==> src/rtl/riscv_isa_pkg.sv <==
// rtl/riscv_isa_pkg.sv - RV32I opcode constants and li-encoder state type
package riscv_isa_pkg;

  localparam logic [6:0]  OPC_LUI     = 7'h37;
  localparam logic [6:0]  OPC_AUIPC   = 7'h17;
  localparam logic [6:0]  OPC_OPIMM   = 7'h13;
  localparam logic [2:0]  FUNCT3_ADDI = 3'b000;
  localparam logic [31:0] NOP_INST    = 32'h00000013;

  typedef enum logic [1:0] {
    IDLE   = 2'd0,
    EMIT_U = 2'd1,
    EMIT_I = 2'd2
  } li_state_t;

  function automatic logic [31:0] addi_word(input logic [4:0] rd, input logic [4:0] rs1,
                                            input logic [11:0] imm);
    return {imm, rs1, FUNCT3_ADDI, rd, OPC_OPIMM};
  endfunction

endpackage

==> src/rtl/riscv_utype_pack.sv <==
// rtl/riscv_utype_pack.sv - packs a U-type instruction word from its fields
module riscv_utype_pack (
  input  logic [19:0] imm20,
  input  logic [4:0]  rd,
  input  logic [6:0]  opcode,
  output logic [31:0] inst
);

  assign inst = {imm20, rd, opcode};

endmodule

==> src/rtl/riscv_li_encoder.sv <==
// rtl/riscv_li_encoder.sv - expands a load-immediate/PC-relative request into LUI/AUIPC + ADDI words
module riscv_li_encoder
  import riscv_isa_pkg::*;
#(
  parameter bit OPT_SKIP = 1'b1
) (
  input  logic        clk,
  input  logic        rst,
  input  logic        in_valid,
  output logic        in_ready,
  input  logic [4:0]  in_rd,
  input  logic [31:0] in_value,
  input  logic        in_mode,
  output logic        out_valid,
  input  logic        out_ready,
  output logic [31:0] out_inst,
  output logic        out_last
);

  li_state_t   state_q, state_d;
  logic        out_valid_d, out_last_d;
  logic [31:0] out_inst_d;
  logic [31:0] addi_q, addi_d;

  logic [11:0] lo;
  logic [19:0] hi;
  logic [31:0] u_word;
  logic        fits_imm12;
  logic        addi_owed;
  logic        handshake;

  // Adding bit 11 to the upper field compensates for ADDI sign-extending lo.
  assign lo         = in_value[11:0];
  assign hi         = in_value[31:12] + {19'd0, in_value[11]};
  assign fits_imm12 = (in_value[31:11] == {21{in_value[11]}});
  assign addi_owed  = !(OPT_SKIP && (lo == 12'd0));

  riscv_utype_pack u_pack (
    .imm20  (hi),
    .rd     (in_rd),
    .opcode (in_mode ? OPC_AUIPC : OPC_LUI),
    .inst   (u_word)
  );

  assign in_ready  = (state_q == IDLE) && !rst;
  assign handshake = out_valid && out_ready;

  always_comb begin
    state_d     = state_q;
    out_valid_d = out_valid;
    out_last_d  = out_last;
    out_inst_d  = out_inst;
    addi_d      = addi_q;
    unique case (state_q)
      IDLE: begin
        if (in_valid && in_ready) begin
          out_valid_d = 1'b1;
          if (in_rd == 5'd0) begin
            out_inst_d = NOP_INST;
            out_last_d = 1'b1;
            state_d    = EMIT_I;
          end else if (!in_mode && OPT_SKIP && fits_imm12) begin
            out_inst_d = addi_word(in_rd, 5'd0, lo);
            out_last_d = 1'b1;
            state_d    = EMIT_I;
          end else begin
            out_inst_d = u_word;
            out_last_d = !addi_owed;
            addi_d     = addi_word(in_rd, in_rd, lo);
            state_d    = EMIT_U;
          end
        end
      end
      EMIT_U: begin
        if (handshake) begin
          if (out_last) begin
            out_valid_d = 1'b0;
            out_last_d  = 1'b0;
            state_d     = IDLE;
          end else begin
            out_inst_d = addi_q;
            out_last_d = 1'b1;
            state_d    = EMIT_I;
          end
        end
      end
      EMIT_I: begin
        if (handshake) begin
          out_valid_d = 1'b0;
          out_last_d  = 1'b0;
          state_d     = IDLE;
        end
      end
      default: state_d = IDLE;
    endcase
  end

  always_ff @(posedge clk or posedge rst) begin
    if (rst) begin
      state_q   <= IDLE;
      out_valid <= 1'b0;
      out_last  <= 1'b0;
      out_inst  <= 32'h0;
      addi_q    <= 32'h0;
    end else begin
      state_q   <= state_d;
      out_valid <= out_valid_d;
      out_last  <= out_last_d;
      out_inst  <= out_inst_d;
      addi_q    <= addi_d;
    end
  end

endmodule
==> config.mk <==
export PLATFORM = sky130hd
export DESIGN_NAME = riscv_li_encoder
export DESIGN_NICKNAME = d
export VERILOG_FILES = /design/src/rtl/riscv_isa_pkg.sv /design/src/rtl/riscv_utype_pack.sv /design/src/rtl/riscv_li_encoder.sv
export SDC_FILE = /design/constraint.sdc
export NUM_CORES = 1
export LEC_CHECK = 0
export CAP_MARGIN = 20
export CORE_MARGIN = 2
export CORE_UTILIZATION = 49
export DETAILED_ROUTE_END_ITERATION = 10
export GPL_ROUTABILITY_DRIVEN = 0
export GPL_TIMING_DRIVEN = 0
export HOLD_SLACK_MARGIN = 0.1
export PLACE_DENSITY = 0.92
export SLEW_MARGIN = 40
export SYNTH_ARGS = -nofsm -noshare
export SYNTH_HDL_FRONTEND = slang
export SYNTH_SLANG_ARGS = --single-unit
==> constraint.sdc <==
create_clock -name clk -period 3.2 [get_ports clk]
set_clock_uncertainty 0.2 [all_clocks]
set_input_delay 0.32 -clock clk [delete_from_list [all_inputs] [get_ports clk]]
set_output_delay 0.32 -clock clk [all_outputs]
set_load 0.1 [all_outputs]
# Word-level counts from Yosys, hierarchy flattened
# Cells that the tools add are included.
# Widths: inputs -> output; s select.
# word_totals
reg_bits	61
inputBits	42
out_inout_bits	35
elab_cells	57
# classes
add_sub_neg	1
n_eq_ne	8
n_mux	25
n_bitwise	2
n_reduce_logical	16
# ops
op	count
$mux 32	5
$pmux 32 s2	1
$add 20x1->20	1
$eq 20x20->1	1
$logic_not 12->1	1
$mux 2	6
$reduce_and 4->1	3
$mux 1	9
$ne 2x2->1 const B	4
$mux 6	1
$pmux 1 s3	2
$pmux 2 s3	1
$logic_not 5->1	1
$reduce_and 5->1	1
$logic_and 1x1->1	4
$reduce_and 3->1	1
$reduce_bool 3->1	1
$eq 2x1->1 const B	1
$eq 2x2->1 const B	1
$logic_not 1->1	2
$logic_not 2->1	1
$ne 2x1->1 const B	1
$not 1->1	2
$reduce_bool 2->1	1

# Depth between registers and ports, before layout
# Gate-level depths: netlist of the first run.
# depth
depth_word	6
depth_mapped	9
mapped_depth_nobuf	7

# By module
# From an unflattened synthesis of the first run, not the netlist that was laid out.
# unflattened
cells_unflattened	327
hier_area_um2	3243.1
# by_module_without_submodules
mod	n_inst	cells_per_inst	area_per_inst_um2	seq_area_each_um2
riscv_li_encoder	1	295	3002.9	1351.3
riscv_utype_pack	1	32	240.2	0.0

# Least setup slack after synthesis of the first run
# Ideal clock, no wire load.
# synth_timing
kind	register -> register
start	register state_q[0]
end	register addi_q[20]
setup_ns	0.125
arrival_ns	3.387
required_time_ns	2.875
setup_slack_ns	-0.512
path_stages_with_launch	10
n_path_buf	2
synth_period_minus_slack_ns	3.712
cell_sequence	dfrtp_1 -> inv_1 -> ha_1 -> nor2b_1 -> and2_1 -> clkbuf_1 -> nor2b_1 -> o21ai_4 -> buf_8 -> mux2_4
# synth_between
elab_chain_len	4
# synth_lines
element	line_no	text
start, declared	riscv_li_encoder.sv:20	li_state_t state_q, state_d;
start signal, assigned	riscv_li_encoder.sv:106	state_q <= state_d;
$logic_not 2->1	riscv_li_encoder.sv:45	assign in_ready = (state_q == IDLE) && !rst;
$logic_and 1x1->1	riscv_li_encoder.sv:45	
named net in_ready	riscv_li_encoder.sv:10	output logic in_ready,
$logic_and 1x1->1	riscv_li_encoder.sv:56	if (in_valid && in_ready) begin
$reduce_and 4->1 (no line)	--	
end signal, assigned	riscv_li_encoder.sv:110	addi_q <= addi_d;
end, declared	riscv_li_encoder.sv:23	logic [31:0] addi_q, addi_d;
# The timed path passes the listed nets, and every way through them passes these cells.
# A chain may end at the register's enable or synchronous reset.

# Worst setup path in the final report of the first run
# layout_timing
start	register state_q[1]
end	register out_inst[11]
# layout_between
elab_chain_len	5
word_cells_on_any_way	10
classes_between	eq/ne: 4; mux: 1; reduce/logical: 5
# layout_lines
element	line_no	text
$logic_not 2->1	riscv_li_encoder.sv:45, riscv_li_encoder.sv:54	
$logic_and 1x1->1	riscv_li_encoder.sv:45	
$logic_and 1x1->1	riscv_li_encoder.sv:56	
$ne 2x1->1 (no line)	--	
$reduce_and 4->1 (no line)	--	
end signal, assigned	riscv_li_encoder.sv:109	out_inst <= out_inst_d;
end, declared	riscv_li_encoder.sv:16	output logic [31:0] out_inst,
# Several ways; a longest one is shown, not always the timed one.

==> results of run 1 <==
## where the power goes
group | total (uW) | switching [uW] | internal, uW
clock network | 436 | 206 | 230
logic | 2470 | 1850 | 619
registers | 1080 | 167 | 913
total | 3990 | 2230 | 1760
## flip-flops by register name, indices dropped and copies added (netlist names)
signal,count
state_q,2
addi_q,18
out_valid,1
out_inst,28
out_last,1
## metrics by stage
| step | hold slack (ns) | worst slack [ns] | instance area (um^2) | cells |
|---|---|---|---|---|
| floorplan | 0.214 | 0.0457 | 2980 | 305 |
| global placement | 0.226 | 0.0802 | 3810 | 453 |
| detailed placement | 0.231 | -0.00427 | 3660 | 454 |
| CTS | 0.148 | 0.196 | 3770 | 462 |
| global route | 0.171 | -0.0132 | 3780 | 462 |
| finish | 0.141 | 0.143 | 3780 | 462 |
## kinds of logic after synthesis
group	after synthesis
flip-flops	50
AO/OA/AOI/OAI	84
buffers and inverters	30
adder cells (fa/ha/maj)	6
other	1
AND/OR/NAND/NOR	98
XOR/XNOR	15
multiplexers	20
## how the worst min path moves through the flow
stage / slack (ns) / endpoint / from / cells after the start
after detailed placement: 0.23 / addi_q[4] / addi_q[4] / 2
after global placement: 0.23 / addi_q[4] / addi_q[4] / 2
final: 0.14 / out_inst[4] / rst / 2
after CTS: 0.15 / out_inst[4] / rst / 2
after floorplan: 0.21 / addi_q[4] / addi_q[4] / 2
after global routing: 0.17 / out_last / rst / 2
## timing repair
| item | in CTS | in global routing |
|---|---|---|
| resized for setup | 0 | 2 |
| endpoints found under the setup margin | 0 | 9 |
| setup buffers | 0 | 0 |
## cells in the final DEF (no fill, tap or decap), drive strengths merged, types with 8 or more instances in the layout
cell type      netlist  final
dfrtp               50     50
buf                  8     42
clkdlybuf4s50        0     40
a21oi               30     30
nand2               20     20
clkbuf              14     19
nor3                14     14
and3                13     13
mux2                12     12
o31ai               11     11
nand4                9      9
nor2                 9      9
xnor2                9      9
nand3                8      8
mux2i                8      8
inv                  7      8
o21ai                8      8
## synth_stat cells (7+ instances only)
cell,n,area [um^2]
a32o_1,7,70.1
nor2_1,9,33.8
inv_1,7,26.3
nor3_1,13,65.1
nand4_1,9,56.3
o31ai_1,11,82.6
a21oi_1,29,145
nand2_1,20,75.1
mux2i_1,8,80.1
and3_1,13,81.3
mux2_2,8,90.1
nand3_1,8,40.0
dfrtp_1,50,1250
xnor2_1,9,78.8
or4_1,7,52.6
clkbuf_1,14,52.6
## per-layer routing
layer,routed length [um],share of wire [%],track usage [%],up-vias
li1,-,-,-,1313
met1,3230,40,33.0,1376
met2,4160,51,42.6,140
met3,607,7.5,3.96,15
met4,150,1.8,9.17,0
met5,0,0,0,-
## area by class of cell
cell class | count | area (um^2) | share of cell area (%)
repair buffers | 74 | 586 | 15.5
inverters | 8 | 32.5 | 0.860
clock inverters | 3 | 40.0 | 1.06
clock buffers | 5 | 68.8 | 1.82
plain buffers | 22 | 111 | 2.94
multi-input cells | 225 | 1600 | 42.3
flip-flops and latches | 50 | 1250 | 33.1
well taps | 75 | 93.8 | 2.48
==> key figures, run 1 <==
Logic synthesis
  – Syn Area/Cell: 9.79 um^2
  – Synth Area in Compound Gates: 20.2%
  – Register area share after synthesis: ~42%
  – YS warnings: 0
  – Synth Area in XOR/XNOR: 4.41%
  – Seq cells post-synth: 50
  – Post-synth cell types: 56
  – Post-Synthesis Cells: 304
  – Async S/R FF share, synth: 100%
  – Simple-Gate Fraction of Synth Area: a little under a fifth
  – Mux cell area share after synthesis: 7.73%
  – Post-synth EDFFs: 0
  – Area share of fa/ha/maj cells after synthesis: 2.52%
  – Netlist area before placement: 2980 um^2
  – Largest family of logic cells by synthesized area: compound AO/OA/AOI/OAI gates
  – Top FF cell, synth: dfrtp_1

Setup path
  – FF-to-FF setup slack: between 0.1 and 0.15 ns
  – Crit path top cell by count: clkbuf_1
  – Crit-path max cell delay: between 0.6 and 0.7 ns
  – Crit path depth: 7
  – Cell Chain, Critical Path: inv_1, ha_1, clkbuf_1, a21boi_0, a221o_1, clkbuf_1, o21ai_0
  – CP Launch Point: state_q[1]
  – CP max FO: 10
  – Worst path slowest cell: a21boi_0
  – Bufs and invs on worst path: 3
  – Startpoint Class: flop
  – CP Capture Point: out_inst[11]
  – R2r worst-path depth: 7
  – CP required: approximately 3.2 ns
  – CP endpoint kind: flop
  – CP top delay family: compound AO/OA/AOI/OAI gates
  – CP Class: reg -> reg
  – Crit path DAT: 3.02 ns
  – R2R Path End: out_inst[11]
  – RR Startpoint: state_q[1]

Cells and area
  – Synth-to-layout area growth: 27.2%
  – Diodes inserted: 0
  – Fill cells: 459
  – Share of layout cells above drive strength 1: 18.9%
  – Final Util: 64.3%
  – Nets@finish: around 430

Detailed routing
  – Drt drc: 0
  – Final ANT Viol Nets: 0
  – Per-cell routed wire length: 17.6 um
  – Pre-antenna DRT Iters: 5
  – DR vias: 2844
  – Drt total wl: about 8100 um
  – Via density: between 6 and 7
  – Detailed Route Iter0 Violations: 296

Clock tree
  – Clock Pin Slew Worst Setup and Hold Paths: 0.09 ns
  – Cts hold-fix bufs: 0
  – H-tree Lvls: 2
  – Clk sink count: 50
  – Clk root buf: clkbuf_8
  – CTS Buf Count: 5
  – CTS tree: built
  – Worst-skew pair later-pin latency: ~0.3 ns
  – Max Root-Sink Buffers: 2

STA
  – Final Cycle Share: 95.5%
  – Fin. Hold Viols: 0
  – Setup TNS: 0 ns
  – # setup viols final: 0
  – Max_slew headroom: 48.8%
  – Min cycle time layout: 3.06 ns
  – Worst slew pin tran: 0.762 ns
  – Fmax: about 0.33 GHz
  – Pins Over Slew Limit: 0

Global routing
  – Overflow after GRT: 0
  – First-pass GRT wire length: 12800 um
  – Initial antenna violation count: 0
  – Vias in the first global route: 2647
  – Overall routing resource usage: 25.3%
  – Largest net degree at the start of global routing: 39

Power and ir drop
  – Pwr Total: 3990 uW
  – Cell Pwr Density: 1050 nW/um^2
  – Static Leakage: 0.00164 uW
  – Worst VDD drop: 835 uV

Die
  – Io pins: 77
  – Die height: 81.9 um
  – CORE AREA: just under 6000 um^2
  – Area of the die: 6710 um^2
  – Rows: 28
  – Die Width: 81.9 um
  – Starting Density: between 50% and 60%

Placement
  – Dpl hpwl: around 6200 um
  – I/O Buffers: 73

Run status
  – Status: completed

Job
  – Max cap viols: 0

Worst hold path
  – Min-Delay Path Class: in -> async
Note: power is estimated with default switching activity, not from simulation.
==> run 2, diff against run 1 <==
--- a/config.mk
+++ b/config.mk
@@ -8,11 +8,13 @@
 export CAP_MARGIN = 20
 export CORE_MARGIN = 2
 export CORE_UTILIZATION = 49
+export CTS_CLUSTER_SIZE = 12
 export DETAILED_ROUTE_END_ITERATION = 10
 export GPL_ROUTABILITY_DRIVEN = 0
 export GPL_TIMING_DRIVEN = 0
 export HOLD_SLACK_MARGIN = 0.1
 export PLACE_DENSITY = 0.92
+export REMOVE_ABC_BUFFERS = 1
 export SLEW_MARGIN = 40
 export SYNTH_ARGS = -nofsm -noshare
 export SYNTH_HDL_FRONTEND = slang
==> key figures, run 2 (synthesized netlist as in run 1, its figures left out) <==
Cells and area
  – Largest regs: out_inst: 28 flops, addi_q: 18 flops, state_q: 2 flops
  – Post-route cell area: 3690 um^2 (-2.4%)
  – Diodes inserted: 0 (unchanged)
  – Synth-to-layout area growth: 24.1%
  – Share of layout cells above drive strength 1: 18.5% (-0.38 points)
  – Max reg flops: 28 (unchanged)
  – Most frequent cells in the layout: dfrtp_1, clkdlybuf4s50_1, buf_2
  – Top reg by flops: out_inst
  – Commonest non-fill, non-tap cell in the layout: dfrtp_1
  – Nets@finish: 415 (-4.4%)

Setup path
  – Cell Chain, Critical Path: clkdlybuf4s50_1, or4_1, o2bb2ai_1, o2111ai_4, o21ai_4, buf_12, mux2_2
  – Crit path DAT: 3.11 ns (+0.09 ns)
  – CP Class: in -> reg
  – Crit-path max cell delay: 0.66 ns (about the same)
  – CP max FO: 16 (+6)
  – CP endpoint kind: flop
  – Worst path slowest cell: clkdlybuf4s50_1
  – CP required: 3.19 ns (+0.03 ns)
  – CP top delay family: compound AO/OA/AOI/OAI gates
  – Bufs and invs on worst path: 2 (-1)
  – Startpoint Class: input pin

Die
  – Rows: 28 (unchanged)
  – Die height: 81.9 um (unchanged)
  – Starting Density: 50.6% (unchanged)
  – Io pins: 77 (unchanged)
  – Area of the die: 6710 um^2 (unchanged)
  – CORE AREA: 5890 um^2 (unchanged)
  – Die Width: 81.9 um (unchanged)

STA
  – Post-route worst setup slack: 0.0871 ns (-0.0559 ns)
  – RSZ-0062 raised after global routing: no
  – Worst slew pin tran: 0.789 ns (+0.0271 ns)
  – Fin. Hold Viols: 0 (unchanged)
  – Max_slew headroom: 47.4% (-1.4 points)
  – # setup viols final: 0 (unchanged)
  – Pins Over Slew Limit: 0 (unchanged)
  – Final Cycle Share: 97.3% (+1.7 points)
  – Fmax: 0.321 GHz (-1.8%)
  – Min cycle time layout: 3.11 ns (+0.0559 ns)

Worst hold path
  – Min-Delay Path Class: in -> async

Power and ir drop
  – Worst VDD drop: 1070 uV (+29%)
  – Sw Ratio: 56.5% (+0.66 points)
  – Comb pwr share: 62.6% (+0.6 points)
  – Clock power frac: 9.8% (-1.1 points)
  – Switching Power: 2200 uW (-1.1%)
  – Sequential share of power: 27.6% (+0.5 points)
  – Cell Pwr Density: 1050 nW/um^2 (about the same)
  – Pint: 1700 uW (-3.7%)
  – Static Leakage: 0.00159 uW (-2.9%)

Clock tree
  – Clk root buf: clkbuf_8
  – Clock Pin Slew Worst Setup and Hold Paths: 0.09 ns (about the same)
  – CTS Buf Count: 5 (unchanged)
  – CTS tree: built
  – Cts hold-fix bufs: 0 (unchanged)
  – H-tree Lvls: 2 (unchanged)
  – Max Root-Sink Buffers: 2 (unchanged)
  – Worst-skew pair later-pin latency: 0.31 ns (about the same)
  – Clk sink count: 50 (unchanged)

Global routing
  – Initial antenna violation count: 0 (unchanged)
  – First-pass GRT wire length: 12700 um (-0.91%)
  – Overall routing resource usage: 25.0% (-0.30 points)
  – Largest net degree at the start of global routing: 41 (+5.1%)
  – Vias in the first global route: 2552 (-3.6%)
  – Overflow after GRT: 0 (unchanged)

Detailed routing
  – Drt total wl: 8070 um (-0.95%)
  – Final ANT Viol Nets: 0 (unchanged)
  – DR vias: 2760 (-3.0%)
  – Drt drc: 0 (unchanged)
  – Via density: 6.23 (+1.2%)
  – Detailed Route Iter0 Violations: 227 (-23%)
  – Pre-antenna DRT Iters: 5 (unchanged)
  – Per-cell routed wire length: 18.2 um (+3.3%)

Placement
  – Dpl hpwl: 5760 um (-6.7%)
  – I/O Buffers: 74 (+1.4%)
  – Dpl cell area: 3580 um^2 (-2.4%)
  – Pre-CTS WS: -0.380 ns (-0.376 ns)

Job
  – Max cap viols: 0 (unchanged)

Run status
  – Status: completed
-- run 2: worst register-to-register path, delay by kind of cell, from the launching register on --
kind / cells / cell delay (ns)
compound gates: 4 / 1.63
fa+ha+maj: 1 / 0.53
flops: 1 / 0.41
buf+inv: 1 / 0.11
-- run 2: routing by layer --
| metal | global-route usage [%] | vias up | part of all wire, % |
|---|---|---|---|
| met2 | 39.8 | 142 | 49 |
| met5 | 0 | - | 0 |
| met1 | 33.5 | 1327 | 41 |
| li1 | - | 1271 | - |
| met3 | 4.62 | 20 | 7.3 |
| met4 | 10.3 | 0 | 2.7 |
-- run 2: repair_timing --
| item | in CTS | in global routing |
|---|---|---|
| resized for setup | 0 | 1 |
| setup buffers | 2 | 0 |
| endpoints found under the setup margin | 12 | 10 |
| pin swaps | 1 | 0 |
-- run 2: area by class of cell --
class / instances / area [um^2]
clock buffer: 7 / 86.3
clock inverter: 1 / 5.00
inverter: 8 / 32.5
fill: 482 / 2190
multi-input combinational: 225 / 1600
timing repair buffer: 77 / 623
tap: 75 / 93.8
sequential: 50 / 1250
-- run 2: worst paths after layout --
check / depth (start not counted) / slack, ns / from / endpoint
worst max-delay path: 7 / 0.09 / in_value[11] / addi_q[29]
worst min-delay path: 2 / 0.11 / rst / out_inst[13]
worst max register to register: 6 / 0.21 / state_q[1] / out_inst[31]
worst min register to register: 2 / 0.25 / addi_q[4] / addi_q[4]
max in group asynchronous: 3 / 2.25 / rst / state_q[0]
min in group clk: 2 / 0.25 / addi_q[4] / addi_q[4]
-- run 2: per-stage QoR --
step	TNS, ns	total power (uW)	hold WS, ns	utilization [%]	cells
2_1_floorplan	-5.49	2960	0.214	-	283
3_3_place_gp	-5.37	3540	0.226	62.9	432
3_5_place_dp	-5.33	3480	0.237	60.8	433
4_1_cts	0	3880	0.112	62.8	443
5_1_grt	0	4100	0.124	62.8	443
6_report	0	3900	0.111	62.8	443
-- run 2: power by group through the flow --
stage / combinational, uW / clock, uW / sequential [uW]
2_1_floorplan: 843 / 0 / 2120
3_3_place_gp: 2460 / 0 / 1080
3_5_place_dp: 2400 / 0 / 1080
4_1_cts: 2420 / 385 / 1070
5_1_grt: 2570 / 416 / 1110
6_report: 2440 / 381 / 1080
==> run 3, diff against run 2 <==
--- a/config.mk
+++ b/config.mk
@@ -14,7 +14,6 @@
 export GPL_TIMING_DRIVEN = 0
 export HOLD_SLACK_MARGIN = 0.1
 export PLACE_DENSITY = 0.92
-export REMOVE_ABC_BUFFERS = 1
 export SLEW_MARGIN = 40
 export SYNTH_ARGS = -nofsm -noshare
 export SYNTH_HDL_FRONTEND = slang
==> results of run 3 <==
Final layout, timing and power as in run 1 (identical DEF).
